## config.mk

```make
export PLATFORM = sky130hd
export DESIGN_NAME = fifo_rd_ctrl
export DESIGN_NICKNAME = d
export VERILOG_FILES = /design/src/rtl/fifo_rd_ctrl.sv
export SDC_FILE = /design/constraint.sdc
export NUM_CORES = 1
export LEC_CHECK = 0
export CORE_MARGIN = 2
export CORE_UTILIZATION = 30
export CTS_CLUSTER_SIZE = 16
export DETAILED_ROUTE_END_ITERATION = 8
export GPL_ROUTABILITY_DRIVEN = 0
export PLACE_DENSITY_LB_ADDON = 0.08
export SYNTH_ARGS = -nofsm -noshare
export SYNTH_HDL_FRONTEND = slang
export SYNTH_SLANG_ARGS = --single-unit
```

## constraint.sdc

```tcl
create_clock -name clk -period 7.43 [get_ports clk]
set_input_delay 0.743 -clock clk [delete_from_list [all_inputs] [get_ports clk]]
set_output_delay 0.743 -clock clk [all_outputs]
set_load 0.005 [all_outputs]
```

## src/rtl/fifo_rd_ctrl.sv

```systemverilog
// Read-side pointer/flag controller of the dual-clock FIFO (read clock domain).
// Synchronises the write Gray pointer and produces empty, fill level, read strobes.
module fifo_rd_ctrl #(
  parameter int W_ADDR = 4
) (
  input  logic              clk,
  input  logic              rst,
  input  logic              pop,
  input  logic [W_ADDR:0]   wr_ptr_gray_async,
  output logic              re,
  output logic [W_ADDR-1:0] rd_addr,
  output logic              rd_valid,
  output logic [W_ADDR:0]   rd_ptr_gray,
  output logic              empty,
  output logic [W_ADDR:0]   rd_level,
  output logic              underflow
);

  logic [W_ADDR:0] rd_ptr_bin_r;
  logic [W_ADDR:0] wq1_r;
  logic [W_ADDR:0] wq2_r;
  logic            accept_s;
  logic [W_ADDR:0] bin_next_s;
  logic [W_ADDR:0] gray_next_s;
  logic [W_ADDR:0] wr_bin_s;

  function automatic logic [W_ADDR:0] gray2bin(input logic [W_ADDR:0] g);
    logic [W_ADDR:0] b;
    b[W_ADDR] = g[W_ADDR];
    for (int i = W_ADDR - 1; i >= 0; i--) begin
      b[i] = b[i+1] ^ g[i];
    end
    return b;
  endfunction

  // Accept, next-pointer and synchronised write-pointer decode
  always_comb begin
    accept_s    = pop & ~empty & ~rst;
    bin_next_s  = rd_ptr_bin_r + {{W_ADDR{1'b0}}, accept_s};
    gray_next_s = bin_next_s ^ (bin_next_s >> 1);
    wr_bin_s    = gray2bin(wq2_r);
  end

  assign re      = accept_s;
  assign rd_addr = rd_ptr_bin_r[W_ADDR-1:0];

  // Pointers, synchroniser and flags; flags compare the next read pointer
  // against the already-synchronised write pointer, so they never lead a write.
  always_ff @(posedge clk) begin
    if (rst) begin
      rd_ptr_bin_r <= '0;
      rd_ptr_gray  <= '0;
      wq1_r        <= '0;
      wq2_r        <= '0;
      empty        <= 1'b1;
      rd_level     <= '0;
      rd_valid     <= 1'b0;
      underflow    <= 1'b0;
    end else begin
      rd_ptr_bin_r <= bin_next_s;
      rd_ptr_gray  <= gray_next_s;
      wq1_r        <= wr_ptr_gray_async;
      wq2_r        <= wq1_r;
      empty        <= (gray_next_s == wq2_r);
      rd_level     <= wr_bin_s - bin_next_s;
      rd_valid     <= accept_s;
      underflow    <= pop & empty;
    end
  end

endmodule

```

# Word level (Yosys, flattened, before mapping)
# Index checks and enable logic that the tools add are counted.
[op_classes]
n_addsub = 2
eq_ne = 1
bitwise = 10
[op_table]
columns = ["cell", "n"]
rows = [
  ["adder 5 x 1 -> 5 bit", 1],
  ["== test 5 bit", 1],
  ["subtractor 5 bit", 1],
  ["XOR 5 x 4 -> 5 bit", 1],
  ["XOR 1 bit", 4],
  ["AND 1 bit", 3],
  ["NOT 1 bit", 2],
]
[totals]
ff_bits = 28
input_bits = 8
out_inout_bits = 18
wordCells = 21

# Logic depth before layout (Yosys ltp)
# Gate-level depths: netlist of the first run.
[logic_depth]
word_depth = 6
mapped_depth = 11
depth_no_buf = 11

# Worst setup path before layout of the first run
# Ideal clock, no wire load.
[synth_timing]
path_kind = "input to register"
start = "input rst"
end = "register rd_level[4]"
setup_time_ps = 128
arrival_time_ps = 3154
t_required_ps = 7302
slack_ps = 4148
stages = 11
n_path_buf = 2
cell_sequence = "clkbuf_1 clkbuf_1 nor3b_1 ha_1 ha_1 inv_1 fa_1 a21o_1 maj3_2 xnor2_1 nor2_1"
[synth_between]
elab_chain_len = 4
[synth_lines]
columns = ["item", "line_no", "text"]
rows = [
  ["start: declaration", "7", "input logic rst,"],
  ["NOT 1 bit", "38", "accept_s = pop & ~empty & ~rst;"],
  ["AND 1 bit", "38", ""],
  ["named net re", "10", "output logic re,"],
  ["adder 5 x 1 -> 5 bit", "39", "bin_next_s = rd_ptr_bin_r + {{W_ADDR{1'b0}}, accept_s};"],
  ["named net bin_next_s[1]", "23", "logic [W_ADDR:0] bin_next_s;"],
  ["subtractor 5 bit", "65", "rd_level <= wr_bin_s - bin_next_s;"],
  ["end signal: assignment", "65", ""],
  ["end: declaration", "15", "output logic [W_ADDR:0] rd_level,"],
]
# The timed path passes the listed nets, and every way through them passes these cells.
# A chain may end at the register's enable or synchronous reset.

# Worst setup path after layout of the first run
[layout_timing]
start = "input rst"
end = "register rd_level[4]"
[layout_between]
elab_chain_len = 4
[layout_lines]
columns = ["item", "line_no"]
rows = [
  ["NOT 1 bit", "38"],
  ["AND 1 bit", "38"],
  ["adder 5 x 1 -> 5 bit", "39"],
  ["subtractor 5 bit", "65"],
]
# Several ways; a longest one is shown, not always the timed one.

==> results.yml, run 1 <==
detailed_routing:
  drt_pre_antenna_iters: 4
  ant_nets: 0
  via_per_inst: 4.19
  wire_per_inst_um: 10.7
  drt_iter0_drc: 51
  via_count: 754
  drt_wl_total_um: 1920
  drc: 0
global_routing:
  grt-ovfl-total: 0
  grt_usage: 0.105
  grt_pass1_vias: 728
  grt_max_degree: 29
  antenna_found_initial: 0
  grt_pass1_wl_um: 3310
floorplan:
  die_x_um: 65.1
  floorplan.die_area_mm2: 0.00424
  core_mm2: 0.00363
  num_rows: 22
  die_h_um: 65.1
  start_util: 0.309
  ios: 26
timing:
  clock.fmax_mhz: 265
  tightest_slew_ns: 0.939
  setup_viol: 0
  fin_crit_ns: 3.77
  tns_ns: 0
  grt_setup_unrepaired: "no"
  slew_violations: 0
  maxSlewHeadroom: 0.372
  fin_skew_ns: 0.00284
  period_share: 0.508
  final_hold_viol_count: 0
place:
  port_buffers: 25
  placed_cells: 176
  hpwl_um: 1460
clock_tree:
  cts.sinks: 27
  cts_buffer_depth: 2
  cts-hold-fix-buffers: 0
  cts_buffers: 3
  htreeDepth: 1
  clock_latency_ns: 0.27
  post-cts-setup-buffers: 0
  clk_pin_slew_ns: 0.09
  ctsResizeCount: 0
  root_buffer: "clkbuf_8"
  cts_tree: "built"
critical_path:
  critPathRequiredTime_ns: 7.56
  worst_ep_arrival_time_ns: 3.90
  crit_chain: "clkdlybuf4s50_1 -> nor3b_1 -> ha_1 -> ha_1 -> xnor2_2 -> ha_1 -> a21o_1 -> maj3_2 -> xnor2_1 -> nor2_1"
  max_stage_delay_ns: 0.90
  path_max_fanout: 28
  critPathTopFamily: "adder cells"
  critPathSlowestCell: "clkdlybuf4s50_1"
  worst-path-buf-inv: 1
  endpoint_kind: "flip-flop"
  criticalPathCategory: "in -> reg"
  crit_path_frequent_cell: "ha_1"
  crit_path_start_kind: "primary input"
final_layout:
  multi_input_area_um2: 558
  fill_cells: 358
  regArea_um2: 541
  nets: 147
  area_growth_pct: 30.7
  finalNonFillerCells: 180
  antennaDiodeCount: 0
  drive_gt1_frac: 0.0455
yosys:
  synth.area.top_cells: "dfxtp_1, xnor2_1, nor2b_1"
  synth-seq-area-share: 0.482
  synth_top_area_cell: "dfxtp_1"
  ys_ff_latch: 27
  synth_area_mm2: 0.00112
  syn_inst: 106
  syn_nets: 120
  synth_top_area_share: 0.482
  synth_cell_type_count: 26
  syn_avg_cell_area_um2: 10.6
  synth-warning-count: 0
power:
  p_leak_nw: 0.568
  powerDensity_mw_per_mm2: 193
  peakVddDrop_v: 0.0000740
hold_path:
  hold_path.class: "reg -> reg"
flow_run:
  drv_cap: 0
status:
  outcome: "complete, no violations"
## layer usage
layer  part of all wire  vias to the layer above  global-route usage
li1                   -                      391                   -
met3              0.043                        5              0.0223
met2               0.45                       18               0.156
met5                  0                        -                   0
met4              0.029                        0              0.0703
met1               0.48                      340               0.138
## final timing paths
path | startpoint | end | slack, ns | cells past startpoint
setup / recovery | rst | rd_level[4] | 3.66 | 10
hold / removal | wq1_r[1] | wq2_r[1] | 0.44 | 1
setup reg to reg | wq2_r[4] | rd_level[4] | 4.55 | 11
hold reg to reg | wq1_r[1] | wq2_r[1] | 0.44 | 1
## where the power goes
part,internal (mW),total (mW),switching (mW)
registers,0.153,0.156,0.00308
clock network,0.0384,0.0820,0.0435
logic,0.0272,0.0444,0.0173
## flip-flops by register name, indices dropped and copies added (netlist names)
signal,cells
empty,1
rd_level,5
rd_ptr_bin_r,4
rd_ptr_gray,5
rd_valid,1
underflow,1
wq1_r,5
wq2_r,5
## cells by family (layout without fill, tap and decap cells)
kind of cell | after synthesis | in the layout | share of synthesized area
buffers and inverters | 6 | 32 | 0.0201
AO/OA/AOI/OAI | 8 | 8 | 0.0524
adder cells (fa/ha/maj) | 7 | 7 | 0.0837
AND/OR/NAND/NOR | 37 | 37 | 0.172
XOR/XNOR | 21 | 21 | 0.190
flip-flops | 27 | 27 | 0.482
## worst reg2reg max path, cell delays in order, from the launching register on
cell and delay (ns):
dfxtp_1 0.33, xnor2_1 0.31, xnor2_1 0.21, xor2_1 0.38, xnor2_1 0.17, ha_1 0.16
inv_1 0.07, fa_1 0.40, a21o_1 0.20, maj3_2 0.31, xnor2_1 0.14, nor2_1 0.06
## metrics by stage
stage	total power, mW	setup WS (ns)	hold slack, ns	utilization	area, µm²
after floorplan	0.185	4.15	0.414	-	1120
after global placement	0.205	3.38	0.418	0.391	1420
after detailed placement	0.205	3.28	0.422	0.391	1420
after CTS	0.290	3.58	0.444	0.403	1470
after global routing	0.298	3.32	0.456	0.403	1470
final	0.282	3.66	0.438	0.403	1470
## final cells by class
type,instances,area share
clock buffers,4,0.0307
multi-input cells,73,0.381
flip-flops and latches,27,0.369
inverters,3,0.00769
well taps,48,0.0410
repair buffers,25,0.171
## synthesized netlist by cell type, drive strengths merged
cell type  instances
dfxtp             27
xnor3              1
fa                 1
a41o               1
nor2              13
a21boi             1
o211ai             1
and2               1
and3b              2
xnor2             15
o2bb2ai            1
nor2b             12
ha                 5
nand2              4
clkbuf             3
a21o               2
nor3b              2
maj3               1
a21oi              1
xor2               5
o21ai              1
inv                3
nor3               1
nand3              2
## layout by cell type, fill, tap and decap left out
cell	Yosys	layout
a21boi_1	1	1
a21o_1	2	2
a21oi_1	1	1
a41o_1	1	1
and2_1	1	1
and3b_1	2	2
clkbuf_1	3	1
clkbuf_8	0	3
clkdlybuf4s50_1	0	25
dfxtp_1	27	27
fa_1	1	1
ha_1	5	5
inv_1	3	3
maj3_2	1	1
nand2_1	4	4
nand3_1	2	2
nor2_1	13	13
nor2b_1	12	12
nor3_1	1	1
nor3b_1	2	2
o211ai_1	1	1
o21ai_0	1	1
o2bb2ai_1	1	1
xnor2_1	14	14
xnor2_2	1	1
xnor3_1	1	1
xor2_1	4	4
xor2_2	1	1
Note: power is estimated with default switching activity, not from simulation.
==> run 2, diff against run 1 <==
==> constraint.sdc (replaced) <==
create_clock -name clk -period 3.2 [get_ports clk]
set_input_delay 0.32 -clock clk [delete_from_list [all_inputs] [get_ports clk]]
set_output_delay 0.32 -clock clk [all_outputs]
set_load 0.005 [all_outputs]
==> run 2 against run 1 <==
  * Non-clock buffer count is 2 higher
  * Clock power rose by 140%
  * Routed wire length up 0.62%
  * Clock-buffer cell count unchanged
  * Critical path depth rose by 1
  * Largest power group unchanged
==> results.yml, run 2 (synthesis results as in run 1) <==
status:
  outcome: "complete, no violations"
power:
  p_leak_nw: 0.577
  powerDensity_mw_per_mm2: 445
  peakVddDrop_v: 0.000210
timing:
  finalWorstSetupSlack_ns: 0.329
  tns_ns: 0
  worst_hold_slack_ns: 0.440
  period_share: 0.897
  tightest_slew_ns: 0.391
  grt_setup_unrepaired: "no"
  slew_violations: 0
  maxSlewHeadroom: 0.738
  fin_skew_ns: 0.000875
  fin_crit_ns: 2.87
  setup_viol: 0
  final_hold_viol_count: 0
  clock.fmax_mhz: 348
critical_path:
  max_stage_delay_ns: 0.41
  endpoint_kind: "flip-flop"
  crit_path_start_kind: "flip-flop"
  worst-path-buf-inv: 1
  crit_path_frequent_cell: "xnor2_1"
  criticalPathCategory: "reg -> reg"
  critPathTopFamily: "XOR/XNOR gates"
  path_max_fanout: 3
  critPathRequiredTime_ns: 3.37
  critPathSlowestCell: "fa_1"
  crit_chain: "xnor2_1 -> xnor2_1 -> xor2_1 -> xnor2_1 -> ha_1 -> inv_1 -> fa_1 -> a21o_1 -> maj3_2 -> xnor2_1 -> nor2_1"
  worst_ep_arrival_time_ns: 3.04
detailed_routing:
  wire_per_inst_um: 10.6
  drc: 0
  drt_wl_total_um: 1940
  drt_pre_antenna_iters: 4
  ant_nets: 0
  via_per_inst: 4.19
  via_count: 763
  drt_iter0_drc: 28
final_layout:
  mostFrequentLayoutCells: "dfxtp_1, clkdlybuf4s50_1, xnor2_1"
  fill_cells: 375
  layout_commonest_cell: "dfxtp_1"
  area_growth_pct: 32.0
  nets: 149
  multi_input_area_um2: 558
  regArea_um2: 541
  drive_gt1_frac: 0.0597
  antennaDiodeCount: 0
clock_tree:
  cts_buffers: 3
  root_buffer: "clkbuf_8"
  cts_buffer_depth: 2
  cts.sinks: 27
  clock_latency_ns: 0.27
  ctsResizeCount: 0
  htreeDepth: 1
  cts_tree: "built"
  clk_pin_slew_ns: 0.09
  cts-hold-fix-buffers: 0
  post-cts-setup-buffers: 0
hold_path:
  hold_path.class: "reg -> reg"
global_routing:
  grt-ovfl-total: 0
  grt_pass1_vias: 753
  grt_usage: 0.111
  grt_max_degree: 28
  grt_pass1_wl_um: 3420
  antenna_found_initial: 0
floorplan:
  die_h_um: 65.1
  core_mm2: 0.00363
  start_util: 0.309
  ios: 26
  die_x_um: 65.1
  floorplan.die_area_mm2: 0.00424
  num_rows: 22
place:
  port_buffers: 25
  hpwl_um: 1430
  dpl_worst_slack_ns: 0.182
flow_run:
  drv_cap: 0
[run 2: cell count changes in the layout (fill, tap and decap cells not counted), sizes merged]
cell	previous run	this run
buf	0	2
[run 2: cell type report]
type | count | share of cell area
clock buffers | 4 | 0.0304
multi-input cells | 73 | 0.377
inverters | 3 | 0.00761
repair buffers | 27 | 0.179
well taps | 48 | 0.0406
flip-flops and latches | 27 | 0.365
[run 2: where the power goes]
part	internal, mW	switching [mW]
Clock	0.0894	0.104
Combinational	0.0641	0.0392
Sequential	0.355	0.00692
Total	0.508	0.150
[run 2: final timing paths]
path	from	to	slack, ns	cells after the start
max	wq2_r[4]	rd_level[4]	0.33	11
min	wq1_r[0]	wq2_r[0]	0.44	1
max reg2reg	wq2_r[4]	rd_level[4]	0.33	11
min reg2reg	wq1_r[0]	wq2_r[0]	0.44	1
[run 2: stage by stage]
| step | cell area [µm²] | cells | total power [mW] | utilization |
|---|---|---|---|---|
| floorplan | 1120 | 106 | 0.429 | - |
| global placement | 1440 | 178 | 0.476 | 0.395 |
| detailed placement | 1440 | 178 | 0.475 | 0.395 |
| CTS | 1480 | 182 | 0.673 | 0.407 |
| global route | 1480 | 182 | 0.703 | 0.407 |
| finish | 1480 | 182 | 0.658 | 0.407 |
[run 2: per-layer routing]
layer	global-route usage	share of wire
met4	0.0703	0.030
met2	0.178	0.45
met1	0.135	0.49
met5	0	0
met3	0.0257	0.035
